File: config.mk
export PLATFORM = sky130hd
export DESIGN_NAME = pulse_dispatcher_flat
export DESIGN_NICKNAME = d
export VERILOG_FILES = /design/src/rtl/pulse_dispatcher_if.sv /design/src/rtl/pulse_dispatcher.sv /design/src/flat_wrapper.sv
export SDC_FILE = /design/constraint.sdc
export NUM_CORES = 1
export LEC_CHECK = 0
export CAP_MARGIN = 25
export CELL_PAD_IN_SITES_DETAIL_PLACEMENT = 0
export CELL_PAD_IN_SITES_GLOBAL_PLACEMENT = 1
export CORE_ASPECT_RATIO = 1.75
export CORE_MARGIN = 8
export CORE_UTILIZATION = 42
export DETAILED_ROUTE_END_ITERATION = 16
export PLACE_DENSITY = 0.79
export SLEW_MARGIN = 10
export SYNTH_ARGS = -nofsm -noshare
export SYNTH_HDL_FRONTEND = slang
export SYNTH_SLANG_ARGS = --single-unit
File: constraint.sdc
create_clock -name clk -period 4.6 [get_ports clk]
set_clock_uncertainty 0.1 [all_clocks]
set_input_delay 0.92 -clock clk [delete_from_list [all_inputs] [get_ports clk]]
set_output_delay 0.92 -clock clk [all_outputs]
set_load 0.01 [all_outputs]
File: src/rtl/pulse_dispatcher_if.sv
// rtl/pulse_dispatcher_if.sv - FIFO read, timebase and pulse-output signals of the pulse dispatcher
interface pulse_dispatcher_if #(
    parameter int TIME_W = 32,
    parameter int DUR_W  = 16,
    parameter int CH_W   = 3,
    parameter int WAVE_W = 8,
    parameter int DESC_W = TIME_W + DUR_W + CH_W + WAVE_W
);
    logic [DESC_W-1:0] fifo_rd_data;
    logic              fifo_empty;
    logic              fifo_rd_en;
    logic              time_run;
    logic              time_clr;
    logic [TIME_W-1:0] time_now;
    logic              pulse_start;
    logic              pulse_busy;
    logic [CH_W-1:0]   pulse_channel;
    logic [WAVE_W-1:0] pulse_wave_id;
    logic              late_flag;
    logic [7:0]        late_count;
    logic              late_clr;

    modport master (
        input  fifo_rd_data, fifo_empty, time_run, time_clr, late_clr,
        output fifo_rd_en, time_now, pulse_start, pulse_busy,
               pulse_channel, pulse_wave_id, late_flag, late_count
    );

    modport slave (
        output fifo_rd_data, fifo_empty, time_run, time_clr, late_clr,
        input  fifo_rd_en, time_now, pulse_start, pulse_busy,
               pulse_channel, pulse_wave_id, late_flag, late_count
    );
endinterface

File: src/rtl/pulse_dispatcher.sv
// rtl/pulse_dispatcher.sv - pops pulse descriptors and plays each at its start time on a local timebase
module pulse_dispatcher #(
    parameter int TIME_W = 32,
    parameter int DUR_W  = 16,
    parameter int CH_W   = 3,
    parameter int WAVE_W = 8
) (
    input  logic clk,
    input  logic rst_n,
    pulse_dispatcher_if.master bus
);
    typedef enum logic [1:0] {S_IDLE, S_WAIT, S_PLAY} state_t;

    state_t            state_q;
    logic [TIME_W-1:0] time_q;
    logic [TIME_W-1:0] start_q;
    logic [DUR_W-1:0]  dur_q;
    logic [DUR_W-1:0]  remain_q;
    logic [CH_W-1:0]   ch_q;
    logic [WAVE_W-1:0] wave_q;
    logic              first_q;
    logic              pulse_start_q;
    logic              pulse_busy_q;
    logic [CH_W-1:0]   pulse_ch_q;
    logic [WAVE_W-1:0] pulse_wave_q;
    logic              late_flag_q;
    logic [7:0]        late_cnt_q;

    logic [TIME_W-1:0] time_d;
    logic [TIME_W-1:0] diff;
    logic              due;
    logic              late_evt;
    logic [DUR_W-1:0]  play_len;
    logic [7:0]        late_base;
    logic [7:0]        late_cnt_d;
    logic              late_flag_d;
    logic              pop;

    // Popping during reset would silently lose the head descriptor.
    assign pop      = rst_n && (state_q == S_IDLE) && !bus.fifo_empty;
    assign time_d   = bus.time_clr ? '0 : (bus.time_run ? time_q + 1'b1 : time_q);
    assign diff     = time_q - start_q;
    assign due      = !diff[TIME_W-1];
    assign late_evt = (state_q == S_WAIT) && first_q && due && (diff != '0);
    assign play_len = (dur_q == '0) ? DUR_W'(1) : dur_q;

    // Clear is applied before the same-cycle late event is counted.
    assign late_base   = bus.late_clr ? 8'd0 : late_cnt_q;
    assign late_cnt_d  = (late_evt && late_base != 8'hFF) ? late_base + 8'd1 : late_base;
    assign late_flag_d = (bus.late_clr ? 1'b0 : late_flag_q) | late_evt;

    always_ff @(posedge clk or negedge rst_n) begin
        if (!rst_n) begin
            state_q       <= S_IDLE;
            time_q        <= '0;
            start_q       <= '0;
            dur_q         <= '0;
            remain_q      <= '0;
            ch_q          <= '0;
            wave_q        <= '0;
            first_q       <= 1'b0;
            pulse_start_q <= 1'b0;
            pulse_busy_q  <= 1'b0;
            pulse_ch_q    <= '0;
            pulse_wave_q  <= '0;
            late_flag_q   <= 1'b0;
            late_cnt_q    <= 8'd0;
        end else begin
            time_q      <= time_d;
            late_cnt_q  <= late_cnt_d;
            late_flag_q <= late_flag_d;
            case (state_q)
                S_IDLE: begin
                    if (pop) begin
                        {start_q, dur_q, ch_q, wave_q} <= bus.fifo_rd_data;
                        first_q <= 1'b1;
                        state_q <= S_WAIT;
                    end
                end
                S_WAIT: begin
                    first_q <= 1'b0;
                    if (due) begin
                        state_q       <= S_PLAY;
                        remain_q      <= play_len;
                        pulse_start_q <= 1'b1;
                        pulse_busy_q  <= 1'b1;
                        pulse_ch_q    <= ch_q;
                        pulse_wave_q  <= wave_q;
                    end
                end
                S_PLAY: begin
                    pulse_start_q <= 1'b0;
                    if (remain_q == DUR_W'(1)) begin
                        state_q      <= S_IDLE;
                        pulse_busy_q <= 1'b0;
                        pulse_ch_q   <= '0;
                        pulse_wave_q <= '0;
                    end else begin
                        remain_q <= remain_q - DUR_W'(1);
                    end
                end
                default: state_q <= S_IDLE;
            endcase
        end
    end

    assign bus.fifo_rd_en    = pop;
    assign bus.time_now      = time_q;
    assign bus.pulse_start   = pulse_start_q;
    assign bus.pulse_busy    = pulse_busy_q;
    assign bus.pulse_channel = pulse_ch_q;
    assign bus.pulse_wave_id = pulse_wave_q;
    assign bus.late_flag     = late_flag_q;
    assign bus.late_count    = late_cnt_q;
endmodule

File: src/flat_wrapper.sv
// flat-port wrapper written by rule: the top's interface ports become plain ports
module pulse_dispatcher_flat 
#(
    parameter int TIME_W = 32,
    parameter int DUR_W  = 16,
    parameter int CH_W   = 3,
    parameter int WAVE_W = 8
)
  (clk, rst_n, bus_fifo_rd_data, bus_fifo_empty, bus_time_run, bus_time_clr, bus_late_clr, bus_fifo_rd_en, bus_time_now, bus_pulse_start, bus_pulse_busy, bus_pulse_channel, bus_pulse_wave_id, bus_late_flag, bus_late_count);
  pulse_dispatcher_if #(.TIME_W(TIME_W), .DUR_W(DUR_W), .CH_W(CH_W), .WAVE_W(WAVE_W)) bus_i ();
  input  logic clk;
  input  logic rst_n;
  input wire logic [$bits(bus_i.fifo_rd_data)-1:0] bus_fifo_rd_data;
  input wire logic [$bits(bus_i.fifo_empty)-1:0] bus_fifo_empty;
  input wire logic [$bits(bus_i.time_run)-1:0] bus_time_run;
  input wire logic [$bits(bus_i.time_clr)-1:0] bus_time_clr;
  input wire logic [$bits(bus_i.late_clr)-1:0] bus_late_clr;
  output wire logic [$bits(bus_i.fifo_rd_en)-1:0] bus_fifo_rd_en;
  output wire logic [$bits(bus_i.time_now)-1:0] bus_time_now;
  output wire logic [$bits(bus_i.pulse_start)-1:0] bus_pulse_start;
  output wire logic [$bits(bus_i.pulse_busy)-1:0] bus_pulse_busy;
  output wire logic [$bits(bus_i.pulse_channel)-1:0] bus_pulse_channel;
  output wire logic [$bits(bus_i.pulse_wave_id)-1:0] bus_pulse_wave_id;
  output wire logic [$bits(bus_i.late_flag)-1:0] bus_late_flag;
  output wire logic [$bits(bus_i.late_count)-1:0] bus_late_count;
  assign bus_i.fifo_rd_data = bus_fifo_rd_data;
  assign bus_i.fifo_empty = bus_fifo_empty;
  assign bus_i.time_run = bus_time_run;
  assign bus_i.time_clr = bus_time_clr;
  assign bus_i.late_clr = bus_late_clr;
  assign bus_fifo_rd_en = bus_i.fifo_rd_en;
  assign bus_time_now = bus_i.time_now;
  assign bus_pulse_start = bus_i.pulse_start;
  assign bus_pulse_busy = bus_i.pulse_busy;
  assign bus_pulse_channel = bus_i.pulse_channel;
  assign bus_pulse_wave_id = bus_i.pulse_wave_id;
  assign bus_late_flag = bus_i.late_flag;
  assign bus_late_count = bus_i.late_count;
  pulse_dispatcher #(.TIME_W(TIME_W), .DUR_W(DUR_W), .CH_W(CH_W), .WAVE_W(WAVE_W)) u_core (.clk(clk), .rst_n(rst_n), .bus(bus_i));
endmodule
==> run metrics, run 1 <==
met2 Resource Use GR=0.406; # port buffers=119; drt total wl=26600 µm; actual slew at the worst max-slew pin=943 ps; Cells after Synth=970; hold-critical path endpoint=u_core.wave_q[6]; DRT iter0 DRCs=598; Hold Crit Class=flip-flop to flip-flop; Placed Area=9560 µm²; Synth cell types=77; die width=122 µm; largest net degree at the start of global routing=97; clock latency on the worst-skew pair=430 ps; Clock Tree Root=clkbuf_16; Final Instance Area=10200 µm²; CTS Sinks=132; post-CTS sizing=0; Fmax achieved=0.245 GHz; area grow syn2layout=23.7%; total CTS buffers=17; critical path fanouts, max=11; Crit. End Element=flip-flop; Setup Fix Bufs, Post-CTS=0; Peak VDD IR=0.000425 V; M3 GR Usage=0.0482; hold buffer count at CTS=0; Switch Pwr=2.34 mW; diode count=0; H-tree levels=4; Startpoint Class=flip-flop; RR Startpoint=u_core.bus.time_now[0]; min-delay src=u_core.wave_q[6]; CTS tree=yes; Worst slew margin=0.372; maxcap violations=0; CTS Buffer Depth=2; # DRC=0; Period minus WS final=4080 ps; Pre-antenna DRT Iters=5; Critical Path RT=4820 ps; Synth Warn #=0; Pleak=4.46 nW; final hold vios=0; global-route wire length before repair=42500 µm; Power Dens Cells=564 nW/µm²; Final HPWL DP=20200 µm; Max Slew Vio Count=0; Net Sw Frac=0.407; # rows=67; Internal Power=3.40 mW; routed vias=7464; Layout Nets=1173; Vias/cell=5.65; die area=24500 µm²; wire length per cell=20.1 µm; WHS Path Cells=2; GR met1 Demand/Resource=0.235; Avg Inst Size Synth=8.48 µm²; Die H=201 µm; io pins=120; combinational power share=0.437; initial antenna violation count=0; Final setup viols=0; reg2reg end=u_core.bus.late_count[6]; initial core utilization=0.428; post-route setup TNS=0 ps; Clock transition at path regs=60 ps; status=complete, no violations; Syn Nets=1075; period utilization=0.886; GRT Residual Overflow=0; number of routed nets with antenna violations=0; sequential share of power=0.316; asr flop ratio synth=1.00; Synth Flop Type=dfrtp_1; busiest grt layer=met2; Post-synth EDFFs=0; Crit Path Category=flip-flop to flip-flop; Critical Path AT=4300 ps; Total Routing Usage GR=0.223; synthesized area=8220 µm²; Reg2Reg Depth=13; vias in the first global route=7739; layout cells sized above 1=0.0611; CORE AREA=19200 µm²; FF+latch count, synth=132; unrepaired setup endpoints after global routing=no; Seq/Total Area, Yosys=0.402; GPL Wtd Cong=0.971; clock power share=0.247; reg2reg setup slack=520 ps
[registers in the layout (all words and copies together) (netlist names), 3 cells and up]
name                      cells
u_core.start_q               32
u_core.remain_q              16
u_core.bus.late_count         8
u_core.dur_q                 16
u_core.ch_q                   3
u_core.bus.pulse_channel      3
u_core.wave_q                 8
u_core.bus.pulse_wave_id      8
u_core.bus.time_now          32
[worst max-delay path, stage by stage, from the launching register on]
cell and delay [ps]:
dfrtp_1 420, inv_1 60, ha_1 220, fa_1 400, nor2b_1 140, o2111ai_1 210
a211oi_1 490, o21ai_2 120, a21oi_1 170, o22ai_1 100, a2111oi_0 470, nand4_1 490
and2_4 360, a311oi_1 220
[metrics by stage]
stage               power (mW)  setup WS [ps]  hold WS, ps  cells   util
floorplan                 3.51           1230          347    970      -
global placement          4.31            730          359   1290  0.498
detailed placement        4.32            553          364   1290  0.498
CTS                       5.77            514          378   1322  0.530
global route              6.15            197          402   1322  0.530
finish                    5.73            524          373   1322  0.530
[worst max path at each step]
stage                                      start                       end  cells after the start
after global routing      u_core.bus.time_now[0]  u_core.bus.late_count[6]                     13
after detailed placement  u_core.bus.time_now[0]  u_core.bus.late_count[0]                     13
after CTS                 u_core.bus.time_now[0]  u_core.bus.late_count[0]                     13
after global placement    u_core.bus.time_now[0]  u_core.bus.late_count[4]                     13
final                     u_core.bus.time_now[0]  u_core.bus.late_count[6]                     13
after floorplan           u_core.bus.time_now[0]  u_core.bus.late_count[1]                     14
[kinds of logic (layout without fill, tap and decap cells)]
group | after synthesis | count (layout) | share of synthesized area
XOR/XNOR | 38 | 38 | 0.0414
flip-flops | 132 | 132 | 0.402
multiplexers | 6 | 6 | 0.00745
adder cells (fa/ha/maj) | 40 | 40 | 0.0618
AND/OR/NAND/NOR | 386 | 386 | 0.217
AO/OA/AOI/OAI | 260 | 260 | 0.216
buffers and inverters | 108 | 219 | 0.0548
[layout by cell type, fill, tap and decap left out, types with 7 or more instances in the layout]
cell and instances:
o211ai_1 7, nor3_1 23, a22oi_1 7, nor4_1 9, or3_1 12, nand2_1 166, and2_1 7, nand2b_1 9
nor2b_1 11, and3_1 13, nand4_1 14, ha_1 39, clkdlybuf4s50_1 118, dfrtp_1 132, a21o_1 12, xor2_1 24
buf_4 11, nand3_1 35, xnor2_1 13, nor2_1 70, inv_1 56, a22o_1 15, a21oi_1 46, o21a_1 15
a31oi_1 7, o21ai_0 75, clkbuf_16 17
[Yosys cell counts (all sizes together), types with 13 or more instances]
cell | count | area (µm²)
o21ai | 81 | 413
xnor2 | 14 | 130
xor2 | 24 | 210
a22o | 15 | 131
o21a | 15 | 113
buf | 28 | 150
clkbuf | 23 | 86.3
nand4 | 14 | 87.6
nor3 | 23 | 115
dfrtp | 132 | 3300
nand2 | 166 | 623
and3 | 13 | 81.3
inv | 56 | 210
a21oi | 50 | 265
ha | 39 | 488
nand3 | 35 | 175
nor2 | 70 | 263
[metal layers]
metal | vias up | wire length (µm)
met2 | 198 | 14500
met5 | - | 0
met4 | 0 | 996
met1 | 3611 | 9860
met3 | 51 | 1180
li1 | 3604 | -
[area by class of cell]
type / instances / area [µm²]
sequential: 132 / 3300
inverter: 57 / 214
clock buffer: 18 / 429
fill: 1892 / 9030
timing repair buffer: 130 / 1270
tap: 241 / 302
clock inverter: 14 / 176
multi-input combinational: 730 / 4470
[power groups by stage]
stage / Sequential (mW) / Combinational, mW / Clock, mW
finish: 1.81 / 2.50 / 1.42
global route: 1.86 / 2.79 / 1.50
CTS: 1.81 / 2.51 / 1.45
detailed placement: 1.83 / 2.49 / 0
global placement: 1.82 / 2.48 / 0
floorplan: 1.78 / 1.72 / 0
Note: power is estimated with default switching activity, not from simulation.
==> run 2: changes to the inputs <==
--- a/config.mk
+++ b/config.mk
@@ -10,9 +10,10 @@
 export CELL_PAD_IN_SITES_GLOBAL_PLACEMENT = 1
 export CORE_ASPECT_RATIO = 1.75
 export CORE_MARGIN = 8
-export CORE_UTILIZATION = 42
+export CORE_UTILIZATION = 48
 export DETAILED_ROUTE_END_ITERATION = 16
-export PLACE_DENSITY = 0.79
+export DONT_BUFFER_PORTS = 1
+export PLACE_DENSITY = 0.81
 export SLEW_MARGIN = 10
 export SYNTH_ARGS = -nofsm -noshare
 export SYNTH_HDL_FRONTEND = slang
==> run metrics, run 2 (synthesis gave the netlist of run 1 again) <==
number of routed nets with antenna violations=0 (unchanged); vias in the first global route=7164 (-7.4%); # port buffers=0 (-100%); critical path fanouts, max=11 (unchanged); Worst path max stage delay=490 ps (about the same); most frequent cells in the layout=nand2_1, dfrtp_1, o21ai_0; global-route wire length before repair=39100 µm (-8.1%); Peak VDD IR=0.000286 V (-33%); slowest CP cell=dfrtp_1; most common cell after layout, fill and taps aside=nand2_1; CTS Sinks=132 (unchanged); hold buffer count at CTS=0 (unchanged); Worst slew margin=0.619 (+0.247); layout cells sized above 1=0.0657 (+0.00464); die area=21700 µm² (-11%); period utilization=0.841 (-0.0451); Hold Crit Class=input pin to async pin; Startpoint Class=flip-flop; largest net degree at the start of global routing=134 (+38%); RR Startpoint=u_core.bus.time_now[0]; Crit. End Element=flip-flop; Fillers=1695 (-10%); Fmax achieved=0.258 GHz (+5.4%); Vias/cell=5.93 (+5.0%); CORE AREA=16900 µm² (-12%); Power Dens Cells=609 nW/µm² (+8.0%); initial core utilization=0.488 (+0.0591); wire length per cell=20.8 µm (+3.4%); unrepaired setup endpoints after global routing=no; Crit Path Category=flip-flop to flip-flop; CP cell instances=inv_1 -> ha_1 -> fa_1 -> nor2b_1 -> o2111ai_1 -> and2_1 -> o31ai_4 -> mux2i_1 -> o211ai_1 -> a2111oi_2 -> nand4_1 -> buf_4 -> nand2_1 -> mux2_1; actual slew at the worst max-slew pin=567 ps (-376 ps); maxcap violations=0 (unchanged); footprint of the multi-input gates=4470 µm² (unchanged); total CTS buffers=17 (unchanged); initial antenna violation count=0 (unchanged); FF+latch area=3300 µm² (unchanged); Pleak=3.99 nW (-11%); sequential share of power=0.343 (+0.027); busiest grt layer=met2; Switch Pwr=2.28 mW (-2.3%); Total Routing Usage GR=0.233 (+0.00989); diode count=0 (unchanged); clock power share=0.241 (-0.006); crit path buf inv count=2 (+1); combinational power share=0.416 (-0.021); Net Sw Frac=0.421 (+0.0132); io pins=120 (unchanged); Pre-antenna DRT Iters=4 (-1); DRT iter0 DRCs=389 (-35%); drt total wl=24600 µm (-7.3%); Critical Path AT=4080 ps (-220 ps); Final setup viols=0 (unchanged); GPL Wtd Cong=0.912 (-6.1%); met2 Resource Use GR=0.425 (+0.0191); GRT Residual Overflow=0 (unchanged); die width=115 µm (-5.6%); GR met1 Demand/Resource=0.235 (about the same); CP delay by family, top=compound AO/OA/AOI/OAI gates; Internal Power=3.14 mW (-7.5%); post-route setup TNS=0 ps (unchanged); # rows=63 (-6.0%); status=complete, no violations; Layout Nets=1052 (-10%); H-tree levels=4 (unchanged); Period minus WS final=3870 ps (-208 ps); CTS tree=yes; clock latency on the worst-skew pair=430 ps (about the same); routed vias=7034 (-5.8%); post-CTS sizing=0 (unchanged); # DRC=0 (unchanged); CTS Buffer Depth=2 (unchanged); Die H=189 µm (-5.9%); Critical Path Source=u_core.bus.time_now[0]; final hold vios=0 (unchanged); Critical Path RT=4810 ps (about the same); Power Total=5.42 mW (-5.4%); Final HPWL DP=19000 µm (-6.2%); M3 GR Usage=0.0514 (+0.00314); Setup Fix Bufs, Post-CTS=0 (unchanged); area grow syn2layout=8.32%; Max Slew Vio Count=0 (unchanged); Clock transition at path regs=60 ps (about the same); Fin Hold WS=86.3 ps (-287 ps); Clock Tree Root=clkbuf_16
## run 2: worst reg2reg max path, delay by kind of cell, from the launching register on
kind	cells	cell delay, ps
multiplexers	2	600
AO/OA/AOI/OAI	4	990
adder cells (fa/ha/maj)	2	630
buffers and inverters	2	290
flip-flops	1	490
AND/OR/NAND/NOR	4	640
## run 2: per-stage QoR
step                cell area [µm²]   util  cells  worst slack (ps)
floorplan                      8220      -    970              1230
global placement               8350  0.495   1155               792
detailed placement             8350  0.495   1155               778
CTS                            8910  0.528   1186               754
global route                   8910  0.528   1186               408
finish                         8910  0.528   1186               731
## run 2: power by group through the flow
stage / Combinational, mW / Sequential (mW) / Clock, mW
floorplan: 1.72 / 1.78 / 0
global placement: 2.23 / 1.88 / 0
detailed placement: 2.24 / 1.88 / 0
CTS: 2.25 / 1.86 / 1.34
global route: 2.50 / 1.91 / 1.38
finish: 2.26 / 1.86 / 1.31
## run 2: cell type report
cell class	count	area share
clock buffer	17	0.0478
tap	227	0.0319
timing repair buffer	9	0.00899
multi-input combinational	730	0.502
clock inverter	14	0.0147
sequential	132	0.371
inverter	57	0.0240
## run 2: worst paths after layout
kind | cells after the start | endpoint | slack [ps]
max | 14 | u_core.bus.late_count[1] | 730
min | 0 | u_core.start_q[25] | 90
max reg2reg | 14 | u_core.bus.late_count[1] | 730
min reg2reg | 2 | u_core.wave_q[4] | 380
max in group asynchronous | 0 | u_core.remain_q[5] | 4110
min in group clk | 2 | u_core.wave_q[4] | 380
## run 2: layer usage
metal	wire (µm)	up-vias
li1	-	3380
met1	8910	3382
met2	13300	205
met3	1170	67
met4	1210	0
met5	0	-
==> run 3: changes to the inputs <==
--- a/config.mk
+++ b/config.mk
@@ -10,10 +10,10 @@
 export CELL_PAD_IN_SITES_GLOBAL_PLACEMENT = 1
 export CORE_ASPECT_RATIO = 1.75
 export CORE_MARGIN = 8
-export CORE_UTILIZATION = 48
+export CORE_UTILIZATION = 44
 export DETAILED_ROUTE_END_ITERATION = 16
 export DONT_BUFFER_PORTS = 1
-export PLACE_DENSITY = 0.81
+export PLACE_DENSITY = 0.78
 export SLEW_MARGIN = 10
 export SYNTH_ARGS = -nofsm -noshare
 export SYNTH_HDL_FRONTEND = slang
==> constraint.sdc (replaced) <==
create_clock -name clk -period 3.55 [get_ports clk]
set_clock_uncertainty 0.1 [all_clocks]
set_input_delay 0.71 -clock clk [delete_from_list [all_inputs] [get_ports clk]]
set_output_delay 0.71 -clock clk [all_outputs]
set_load 0.01 [all_outputs]
==> run metrics, run 3 (synthesis gave the netlist of run 1 again) <==
Clock Tree Root=clkbuf_16; Peak VDD IR=0.000420 V (+47%); Pleak=4.29 nW (+7.6%); routed vias=7239 (+2.9%); layout cells sized above 1=0.144 (+0.0787); Crit Path Category=flip-flop to flip-flop; drt total wl=25700 µm (+4.4%); Total Routing Usage GR=0.220 (-0.0128); Period minus WS final=3450 ps (-419 ps); vias in the first global route=7273 (+1.5%); Crit. End Element=flip-flop; post-route setup TNS=0 ps (unchanged); top sig layer=met4; routed wl met3=1130 µm (-3.2%); Pre-antenna DRT Iters=6 (+2); CTS tree=yes; final hold vios=132 (+132); Worst path max stage delay=460 ps (-30 ps); wire length per cell=20.5 µm (-1.4%); clock latency on the worst-skew pair=430 ps (about the same); Placed Area=8810 µm² (+5.4%); CTS Sinks=132 (unchanged); H-tree levels=4 (unchanged); footprint of the multi-input gates=4610 µm² (+3.1%); RR Startpoint=u_core.bus.time_now[19]; FF+latch area=3300 µm² (unchanged); Final setup viols=0 (unchanged); total CTS buffers=17 (unchanged); Max Slew Vio Count=0 (unchanged); Finished Layout Cells=1256 (+5.9%); GRT Residual Overflow=0 (unchanged); Layout Nets=1110 (+5.5%); initial antenna violation count=0 (unchanged); Final Instance Area=9540 µm² (+7.1%); Fin Hold WS=-124 ps (-211 ps); status=finished with violations; CORE AREA=18500 µm² (+9.7%); period utilization=0.972 (+0.131); crit path buf inv count=2 (unchanged); area grow syn2layout=16.0%; diode count=0 (unchanged); # port buffers=0 (unchanged); die width=119 µm (+3.8%); die area=23500 µm² (+8.1%); DRT iter0 DRCs=387 (-0.51%); Power Dens Cells=778 nW/µm² (+28%); Vias/cell=5.76 (-2.8%); # DRC=0 (unchanged); critical path fanouts, max=8 (-3); Power Total=7.42 mW (+37%); actual slew at the worst max-slew pin=567 ps (+0.0722 ps); Worst slew margin=0.619 (about the same); Critical Path RT=3770 ps (-1040 ps); Hold Crit Class=input pin to async pin; global-route wire length before repair=40100 µm (+2.7%); slowest CP cell=dfrtp_1; number of routed nets with antenna violations=0 (unchanged); Fmax achieved=0.290 GHz (+12%); wl on met1=9100 µm (+2.1%); CTS Buffer Depth=2 (unchanged); maxcap violations=0 (unchanged); GPL Wtd Cong=0.995 (+9.2%); Critical Path Source=u_core.bus.time_now[19]; CP cell instances=ha_1 -> buf_4 -> a21oi_1 -> o21ai_0 -> a221oi_2 -> o21a_1 -> o21ai_1 -> nor4b_1 -> nor4_1 -> nand4_1 -> buf_6 -> and2_4 -> a311oi_2; failing checks=negative hold slack; Critical Path AT=3670 ps (-410 ps); Fillers=1819 (+7.3%); most frequent cells in the layout=nand2_1, dfrtp_1, o21ai_0; Clock transition at path regs=60 ps (about the same); Startpoint Class=flip-flop; Die H=197 µm (+4.1%); initial core utilization=0.445 (-0.0429); largest net degree at the start of global routing=134 (unchanged); CP delay by family, top=compound AO/OA/AOI/OAI gates; # rows=66 (+4.8%); Final HPWL DP=20000 µm (+5.3%); WL met2=13900 µm (+4.1%); most common cell after layout, fill and taps aside=nand2_1; io pins=120 (unchanged); placed cell count=1223 (+5.9%)
[run 3: metal layers]
metal	GRT usage	vias to the layer above
met2	0.410	183
met4	0.140	0
met1	0.214	3476
met5	0	-
met3	0.0481	73
li1	-	3507
[run 3: final cells by class]
class	instances	share of cell area
clock buffer	18	0.0460
clock inverter	14	0.0148
inverter	57	0.0224
multi-input combinational	730	0.483
sequential	132	0.346
tap	238	0.0312
timing repair buffer	67	0.0561
[run 3: power breakdown]
part,switching (mW),leakage [nW],internal [mW]
combinational,1.94,2.32,1.32
sequential,0.374,1.70,2.03
clock,0.749,0.278,1.00
total,3.07,4.29,4.35
[run 3: worst paths after layout]
path	end	slack, ps	depth (start not counted)
setup / recovery	u_core.bus.late_count[6]	100	13
hold / removal	u_core.bus.late_count[2]	-120	0
setup reg to reg	u_core.bus.late_count[6]	100	13
hold reg to reg	u_core.wave_q[3]	370	2
max in group asynchronous	u_core.dur_q[3]	3250	0
min in group clk	u_core.bus.late_count[5]	240	1
[run 3: timing repair]
action | 4_1_cts | 5_1_grt
gates resized for setup | 5 | 30
pin swaps | 2 | 8
buffers inserted | 0 | 1
hold endpoints to repair | 132 | 132
endpoints found under the setup margin | 6 | 18
[run 3: worst register-to-register path: stages, from the launching register on]
cell and delay [ps]:
dfrtp_1 460, ha_1 380, buf_4 170, a21oi_1 260, o21ai_0 200, a221oi_2 320, o21a_1 190, o21ai_1 100
nor4b_1 150, nor4_1 270, nand4_1 160, buf_6 180, and2_4 170, a311oi_2 230
[run 3: stage by stage]
stage / worst slack, ps / hold WS, ps / utilization
after global routing: -31.6 / -140 / 0.516
final: 100 / -124 / 0.516
after CTS: 36.8 / -139 / 0.509
after floorplan: 181 / 314 / -
after detailed placement: -49.9 / 320 / 0.476
after global placement: -2.03 / 320 / 0.476
